`config.mk`:
```
export PLATFORM = sky130hd
export DESIGN_NAME = rggen_bit_field_counter_flat
export DESIGN_NICKNAME = d
export VERILOG_FILES = /design/src/rtl/rggen_rtl_pkg.sv /design/src/rtl/rggen_bit_field_if.sv /design/src/rtl/rggen_counter_delta.sv /design/src/rtl/rggen_bit_field_counter.sv /design/src/flat_wrapper.sv
export SDC_FILE = /design/constraint.sdc
export NUM_CORES = 1
export LEC_CHECK = 0
export ABC_CLOCK_PERIOD_IN_PS = 6980
export BUFFER_PORTS_ARGS = -buffer_cell sky130_fd_sc_hd__buf_4
export CORE_AREA = 2 2 68 70
export DETAILED_ROUTE_END_ITERATION = 8
export DIE_AREA = 0 0 70 72
export GPL_TIMING_DRIVEN = 0
export PLACE_DENSITY = 0.83
export SETUP_SLACK_MARGIN = 0.3
export SYNTH_ARGS = -nofsm -noshare
export SYNTH_HDL_FRONTEND = slang
export SYNTH_SLANG_ARGS = --single-unit
```
`constraint.sdc`:
```
create_clock -name i_clk -period 6.98 [get_ports i_clk]
set_clock_uncertainty 0.1 [all_clocks]
set_input_delay 1.047 -clock i_clk [delete_from_list [all_inputs] [get_ports i_clk]]
set_output_delay 1.047 -clock i_clk [all_outputs]
set_load 0.01 [all_outputs]
```
`src/rtl/rggen_rtl_pkg.sv`:
```
// rggen_rtl_pkg: shared enums for rggen bit fields, including counter arithmetic mode.
package rggen_rtl_pkg;
  typedef enum logic {
    RGGEN_SW_ACCESS,
    RGGEN_HW_ACCESS
  } rggen_sw_hw_access;
  typedef enum logic {
    RGGEN_COUNTER_WRAP,
    RGGEN_COUNTER_SATURATE
  } rggen_counter_mode;
endpackage

```
`src/rtl/rggen_bit_field_if.sv`:
```
// rggen_bit_field_if: SW access bundle between a register and one of its bit fields.
interface rggen_bit_field_if #(
  parameter int WIDTH = 32
);
  logic             valid;
  logic [WIDTH-1:0] read_mask;
  logic [WIDTH-1:0] write_mask;
  logic [WIDTH-1:0] write_data;
  logic [WIDTH-1:0] read_data;
  logic [WIDTH-1:0] value;
  modport register (
    output valid, read_mask, write_mask, write_data,
    input  read_data, value
  );
  modport bit_field (
    input  valid, read_mask, write_mask, write_data,
    output read_data, value
  );
endinterface

```
`src/rtl/rggen_counter_delta.sv`:
```
// rggen_counter_delta: signed net count of enabled up lanes minus enabled down lanes.
module rggen_counter_delta #(
  parameter int EVENTS = 1,
  localparam int DW = $clog2(EVENTS + 1) + 1
)(
  input  logic                 i_count_enable,
  input  logic [EVENTS-1:0]    i_up,
  input  logic [EVENTS-1:0]    i_down,
  output logic signed [DW-1:0] o_delta
);
  always_comb begin
    o_delta = '0;
    for (int i = 0; i < EVENTS; i++)
      o_delta = o_delta + DW'(i_up[i] & i_count_enable) - DW'(i_down[i] & i_count_enable);
  end
endmodule

```
`src/rtl/rggen_bit_field_counter.sv`:
```
// rggen_bit_field_counter: SW-accessible event counter with wrap/saturate and sticky flags.
// Define RGGEN_COUNTER_THRESHOLD_EN to build the threshold comparator and o_threshold_hit register.
module rggen_bit_field_counter
  import rggen_rtl_pkg::*;
#(
  parameter int                WIDTH             = 16,
  parameter logic [WIDTH-1:0]  INITIAL_VALUE     = '0,
  parameter int                EVENTS            = 1,
  parameter rggen_counter_mode MODE              = RGGEN_COUNTER_WRAP,
  parameter rggen_sw_hw_access PRECEDENCE_ACCESS = RGGEN_SW_ACCESS,
  parameter bit                SW_READ_CLEAR     = 1'b0
)(
  input  logic                  i_clk,
  input  logic                  i_rst_n,
  rggen_bit_field_if.bit_field  bit_field_if,
  input  logic                  i_count_enable,
  input  logic [EVENTS-1:0]     i_up,
  input  logic [EVENTS-1:0]     i_down,
  input  logic                  i_hw_clear,
  input  logic [WIDTH-1:0]      i_threshold,
  output logic [WIDTH-1:0]      o_value,
  output logic                  o_overflow,
  output logic                  o_underflow,
  output logic                  o_threshold_hit
);
  localparam int DW = $clog2(EVENTS + 1) + 1;
  // Sum is widened past WIDTH+2 when a narrow counter meets a large negative delta.
  localparam int SW = (WIDTH > DW ? WIDTH : DW) + 2;
  logic signed [DW-1:0] delta;
  logic [WIDTH-1:0] value_q, value_d, base, wr_value;
  logic [SW-1:0] sum;
  logic overflow_q, overflow_d, underflow_q, underflow_d;
  logic rd, wr, rc, use_delta, ovf, unf;
  rggen_counter_delta #(.EVENTS(EVENTS)) u_delta (
    .i_count_enable (i_count_enable),
    .i_up           (i_up),
    .i_down         (i_down),
    .o_delta        (delta)
  );
  always_comb begin
    rd = bit_field_if.valid && (|bit_field_if.read_mask);
    wr = bit_field_if.valid && (|bit_field_if.write_mask);
    rc = SW_READ_CLEAR && rd;
    wr_value = (value_q & ~bit_field_if.write_mask) | (bit_field_if.write_data & bit_field_if.write_mask);
    base = rc ? '0 : wr ? wr_value : value_q;
    use_delta = rc || !wr || (PRECEDENCE_ACCESS == RGGEN_HW_ACCESS);
    sum = {{(SW-WIDTH){1'b0}}, base} + (use_delta ? {{(SW-DW){delta[DW-1]}}, delta} : '0);
    unf = sum[SW-1];
    ovf = !sum[SW-1] && (|sum[SW-2:WIDTH]);
    value_d = i_hw_clear ? INITIAL_VALUE :
              (MODE == RGGEN_COUNTER_SATURATE && ovf) ? '1 :
              (MODE == RGGEN_COUNTER_SATURATE && unf) ? '0 : sum[WIDTH-1:0];
    overflow_d = !i_hw_clear && (ovf || (overflow_q && !(rc || wr)));
    underflow_d = !i_hw_clear && (unf || (underflow_q && !(rc || wr)));
  end
  always_ff @(posedge i_clk or negedge i_rst_n) begin
    if (!i_rst_n) begin
      value_q <= INITIAL_VALUE;
      overflow_q <= 1'b0;
      underflow_q <= 1'b0;
    end else begin
      value_q <= value_d;
      overflow_q <= overflow_d;
      underflow_q <= underflow_d;
    end
  end
  assign bit_field_if.read_data = value_q & bit_field_if.read_mask;
  assign bit_field_if.value = value_q;
  assign o_value = value_q;
  assign o_overflow = overflow_q;
  assign o_underflow = underflow_q;
`ifdef RGGEN_COUNTER_THRESHOLD_EN
  logic hit_q;
  always_ff @(posedge i_clk or negedge i_rst_n) begin
    if (!i_rst_n) hit_q <= 1'b0;
    else hit_q <= value_d >= i_threshold;
  end
  assign o_threshold_hit = hit_q;
`else
  logic unused_threshold;
  assign unused_threshold = ^i_threshold;
  assign o_threshold_hit = 1'b0;
`endif
endmodule

```
`src/flat_wrapper.sv`:
```
// flat-port wrapper written by rule: the top's interface ports become plain ports
module rggen_bit_field_counter_flat import rggen_rtl_pkg::*;
#(
  parameter int                WIDTH             = 16,
  parameter logic [WIDTH-1:0]  INITIAL_VALUE     = '0,
  parameter int                EVENTS            = 1,
  parameter rggen_counter_mode MODE              = RGGEN_COUNTER_WRAP,
  parameter rggen_sw_hw_access PRECEDENCE_ACCESS = RGGEN_SW_ACCESS,
  parameter bit                SW_READ_CLEAR     = 1'b0
)
  (i_clk, i_rst_n, i_count_enable, i_up, i_down, i_hw_clear, i_threshold, o_value, o_overflow, o_underflow, o_threshold_hit, bit_field_if_valid, bit_field_if_read_mask, bit_field_if_write_mask, bit_field_if_write_data, bit_field_if_read_data, bit_field_if_value);
  rggen_bit_field_if #(.WIDTH(WIDTH)) bit_field_if_i ();
  input  logic i_clk;
  input  logic i_rst_n;
  input  logic i_count_enable;
  input  logic [EVENTS-1:0] i_up;
  input  logic [EVENTS-1:0] i_down;
  input  logic i_hw_clear;
  input  logic [WIDTH-1:0] i_threshold;
  output logic [WIDTH-1:0] o_value;
  output logic o_overflow;
  output logic o_underflow;
  output logic o_threshold_hit;
  input wire logic [$bits(bit_field_if_i.valid)-1:0] bit_field_if_valid;
  input wire logic [$bits(bit_field_if_i.read_mask)-1:0] bit_field_if_read_mask;
  input wire logic [$bits(bit_field_if_i.write_mask)-1:0] bit_field_if_write_mask;
  input wire logic [$bits(bit_field_if_i.write_data)-1:0] bit_field_if_write_data;
  output wire logic [$bits(bit_field_if_i.read_data)-1:0] bit_field_if_read_data;
  output wire logic [$bits(bit_field_if_i.value)-1:0] bit_field_if_value;
  assign bit_field_if_i.valid = bit_field_if_valid;
  assign bit_field_if_i.read_mask = bit_field_if_read_mask;
  assign bit_field_if_i.write_mask = bit_field_if_write_mask;
  assign bit_field_if_i.write_data = bit_field_if_write_data;
  assign bit_field_if_read_data = bit_field_if_i.read_data;
  assign bit_field_if_value = bit_field_if_i.value;
  rggen_bit_field_counter #(.WIDTH(WIDTH), .INITIAL_VALUE(INITIAL_VALUE), .EVENTS(EVENTS), .MODE(MODE), .PRECEDENCE_ACCESS(PRECEDENCE_ACCESS), .SW_READ_CLEAR(SW_READ_CLEAR)) u_core (.i_clk(i_clk), .i_rst_n(i_rst_n), .bit_field_if(bit_field_if_i), .i_count_enable(i_count_enable), .i_up(i_up), .i_down(i_down), .i_hw_clear(i_hw_clear), .i_threshold(i_threshold), .o_value(o_value), .o_overflow(o_overflow), .o_underflow(o_underflow), .o_threshold_hit(o_threshold_hit));
endmodule
```
==> results by group <==
Placed design
  • Global placer's final weighted congestion: about 0.86
  • Dpl ws: 1.71 ns
  • Count of port buffers added during placement: 103
  • Post-detail-place hpwl: 4.65 mm

Pwr
  • Power per Cell Area: roughly 140 mW/mm2
  • Switching Fraction: 33.1%
  • Reported net switching power: 131 uW
  • Sequential share of power: 31.1%
  • Int Pwr: about 270 uW
  • Worst IR Drop VDD: approximately 0.095 mV
  • Part of the total power dissipated in combinational logic: 46.6%
  • Share of power burned in the clock network: 22.2%
  • Post-route total power: 396 uW
  • Leakage power total: between 1.5 and 2 nW

Die
  • Die Span Y: a little over 70 um
  • Number of I/O pins: about 120
  • Core area: 0.00426 mm2
  • Effective utilization at floorplan: 47.2%
  • Number of placement rows: 24
  • Die Footprint: between 0.005 and 0.006 mm2
  • Width of the die: 70 um

Critical path
  • Worst Setup Path Type: input pin to flip-flop
  • Count of buffer and inverter cells on the critical path: 2
  • Type of element launching the critical path: input pin
  • Worst Path Required: 7.02 ns
  • Dominant delay contributor by cell family on the critical path: simple AND/OR/NAND/NOR gates
  • Worst endpoint data arrival time: 4.62 ns
  • Library cell contributing the largest single delay on the critical path: sky130_fd_sc_hd__nor2_2
  • Kind of capture point of the worst setup path: flip-flop
  • Crit path max fanout: 17
  • Stage delay of the slowest cell on the critical path: 0.73 ns
  • Worst-path cell chain: buf_4 > nor4_1 > a41oi_1 > nor2_2 > inv_1 > fa_1 > nor2b_1 > o2111ai_1 > a21oi_1 > a211o_1 > a31oi_1 > mux2_1

Clock tree
  • Cts-stage hold buffer count: 0
  • Source-to-sink clock delay at the later pin of the worst-skew pair: 0.26 ns
  • Post-CTS sizing: 0
  • Sinks on the clock net: 18
  • Maximum root-to-sink buffer count: 2
  • Total CTS buffers: 3
  • Clock root buffer: sky130_fd_sc_hd__clkbuf_8
  • Number of setup buffers added after CTS: 0
  • H-tree depth reported by CTS: 1
  • TritonCTS clock tree: built
  • Clock slew at the register clock pins of the worst setup and hold paths: 0.07 ns

Min path
  • Hold crit path type: input pin to async pin

Yosys
  • Library cell occupying the most area in the post-synthesis netlist: sky130_fd_sc_hd__dfrtp_1
  • Sequential area share after synthesis: 22.4%
  • Register bit count reported by yosys: 18
  • Share of the synthesized area in the top cell type: 22.4%
  • Yosys warning count: 0
  • Most used DFF post-synth: sky130_fd_sc_hd__dfrtp_1
  • Number of enable flip-flop cells after synthesis: 0
  • Synthesized Nets: 331
  • Cell Area, Synth: 0.00201 mm2
  • Leading cell type by number of instances after synthesis: sky130_fd_sc_hd__nand2_1
  • Cell types with the largest area share after synthesis: sky130_fd_sc_hd__dfrtp_1, sky130_fd_sc_hd__ha_1, sky130_fd_sc_hd__mux2_2, sky130_fd_sc_hd__buf_4, sky130_fd_sc_hd__and2_1
  • Post-synthesis instance total: 241
  • Count of different cell masters after synthesis: 47
  • Async set-reset flop share out of synthesis: 100%
  • Average footprint of a synthesized cell: 8.36 um2
  • Commonest cells in the netlist: sky130_fd_sc_hd__nand2_1, sky130_fd_sc_hd__and2_1, sky130_fd_sc_hd__dfrtp_1, sky130_fd_sc_hd__ha_1, sky130_fd_sc_hd__buf_4

Run status
  • Result of the run: finished, final reports clean

Timing
  • FMAX: 218 MHz
  • Number of pins with negative max-slew slack in the final report: 0
  • Final-layout setup total negative slack: 0 ns
  • Final critical-path setup slack: 2.40 ns
  • Slew at the pin closest to its max-slew limit: between 0.8 and 0.9 ns
  • Crit share post-route: 65.6%
  • Count of final setup violators: 0
  • Setup repair after global routing missed its margin: no
  • Fin. Hold Viols: 0
  • Worst slew margin relative to its limit: 42.1%
  • Min Tclk post-route: 4.58 ns
  • Final worst hold slack: 0.548 ns

Route
  • DRC: 0
  • First-pass DRT Iterations: 5
  • Remaining antenna violation count: 0
  • Number of violations reported at the end of detailed-routing iteration 0: 79
  • Routed len/inst: 14.1 um
  • Routed vias: ~2,200
  • Wirelength, routed: 5.64 mm
  • Via density per instance: between 5 and 6

Global routing
  • Number of global-route vias before repair: 2,063
  • Number of antenna violations at the first check in global routing: 0
  • Overall overflow remaining after global route: 0
  • Global-route wire length before repair: ~9 mm
  • Largest net degree at the start of global routing: 19
  • GRT Util Overall: 22.4%

Cells and area
  • Filler Cells Inserted: between 300 and 400
  • Post-synthesis to final-layout area growth: 44.5%
  • Area of the multi-input gates: 0.00138 mm2
  • Final #Nets: 439
  • Share of layout cells above drive strength 1: 43.7%
  • Core Util, Final: approximately 68%
  • Diodes inserted: 0
  • Register area: 450 um2

Flow run
  • Max-cap violation count: 0
[state kept, by name, summed over array words and instances (netlist names)]
register,flops
u_core.bit_field_if.value,16
u_core.o_underflow,1
u_core.o_overflow,1
[per-stage QoR]
step,std cells,cell area (um2)
6_report,400,2910
5_1_grt,400,2910
4_1_cts,400,2910
3_5_place_dp,396,2850
3_3_place_gp,396,2850
2_1_floorplan,241,2010
[metal layers]
layer  part of all wire (%)  GRT usage (%)  vias to the layer above
met5                      0              0                        -
met4                    1.9           7.91                        0
met3                    6.1           2.64                        8
met2                     51           40.4                       79
met1                     41           27.9                     1003
li1                       -              -                     1073
[power groups by stage]
| stage | logic (mW) | clock network (mW) | registers (mW) |
|---|---|---|---|
| after floorplan | 0.0980 | 0 | 0.129 |
| after global placement | 0.180 | 0 | 0.125 |
| after detailed placement | 0.184 | 0 | 0.126 |
| after CTS | 0.185 | 0.0902 | 0.124 |
| after global routing | 0.201 | 0.0960 | 0.125 |
| final | 0.185 | 0.0880 | 0.123 |
[area by class of cell]
type | instances | area share, %
inverters | 7 | 0.903
repair buffers | 103 | 26.6
plain buffers | 25 | 5.63
well taps | 52 | 2.24
flip-flops and latches | 18 | 15.5
multi-input cells | 191 | 47.3
clock buffers | 4 | 1.89
[kinds of logic after synthesis]
family	synth area share [%]
AND/OR/NAND/NOR	23.8
AO/OA/AOI/OAI	21.2
buffers and inverters	9.44
adder cells (fa/ha/maj)	12.2
flip-flops	22.4
multiplexers	9.50
XOR/XNOR	1.30
other	0.186
[worst paths after layout]
| kind | from | end | slack, ns | cells after the start |
|---|---|---|---|---|
| setup / recovery | bit_field_if_write_mask[10] | u_core.bit_field_if.value[14] | 2.40 | 12 |
| hold / removal | i_rst_n | u_core.bit_field_if.value[6] | 0.55 | 1 |
| setup reg to reg | u_core.bit_field_if.value[4] | u_core.bit_field_if.value[14] | 4.17 | 8 |
| hold reg to reg | u_core.o_underflow | u_core.o_underflow | 0.58 | 2 |
| max in group asynchronous | i_rst_n | u_core.bit_field_if.value[9] | 6.03 | 1 |
| min in group i_clk | u_core.o_underflow | u_core.o_underflow | 0.58 | 2 |
[layout by cell type (no fill, tap or decap), types with 6 or more instances in the layout]
cell,Yosys,layout
sky130_fd_sc_hd__a21oi_1,11,11
sky130_fd_sc_hd__a21o_1,7,7
sky130_fd_sc_hd__a21boi_0,6,6
sky130_fd_sc_hd__and2_1,19,19
sky130_fd_sc_hd__nor3_1,13,13
sky130_fd_sc_hd__nor2_1,11,10
sky130_fd_sc_hd__mux2_2,16,16
sky130_fd_sc_hd__dfrtp_1,18,18
sky130_fd_sc_hd__ha_1,18,18
sky130_fd_sc_hd__inv_1,7,7
sky130_fd_sc_hd__buf_4,17,120
sky130_fd_sc_hd__o21a_1,6,6
sky130_fd_sc_hd__nand2_1,23,23
Power figures use the tool's default switching activity.
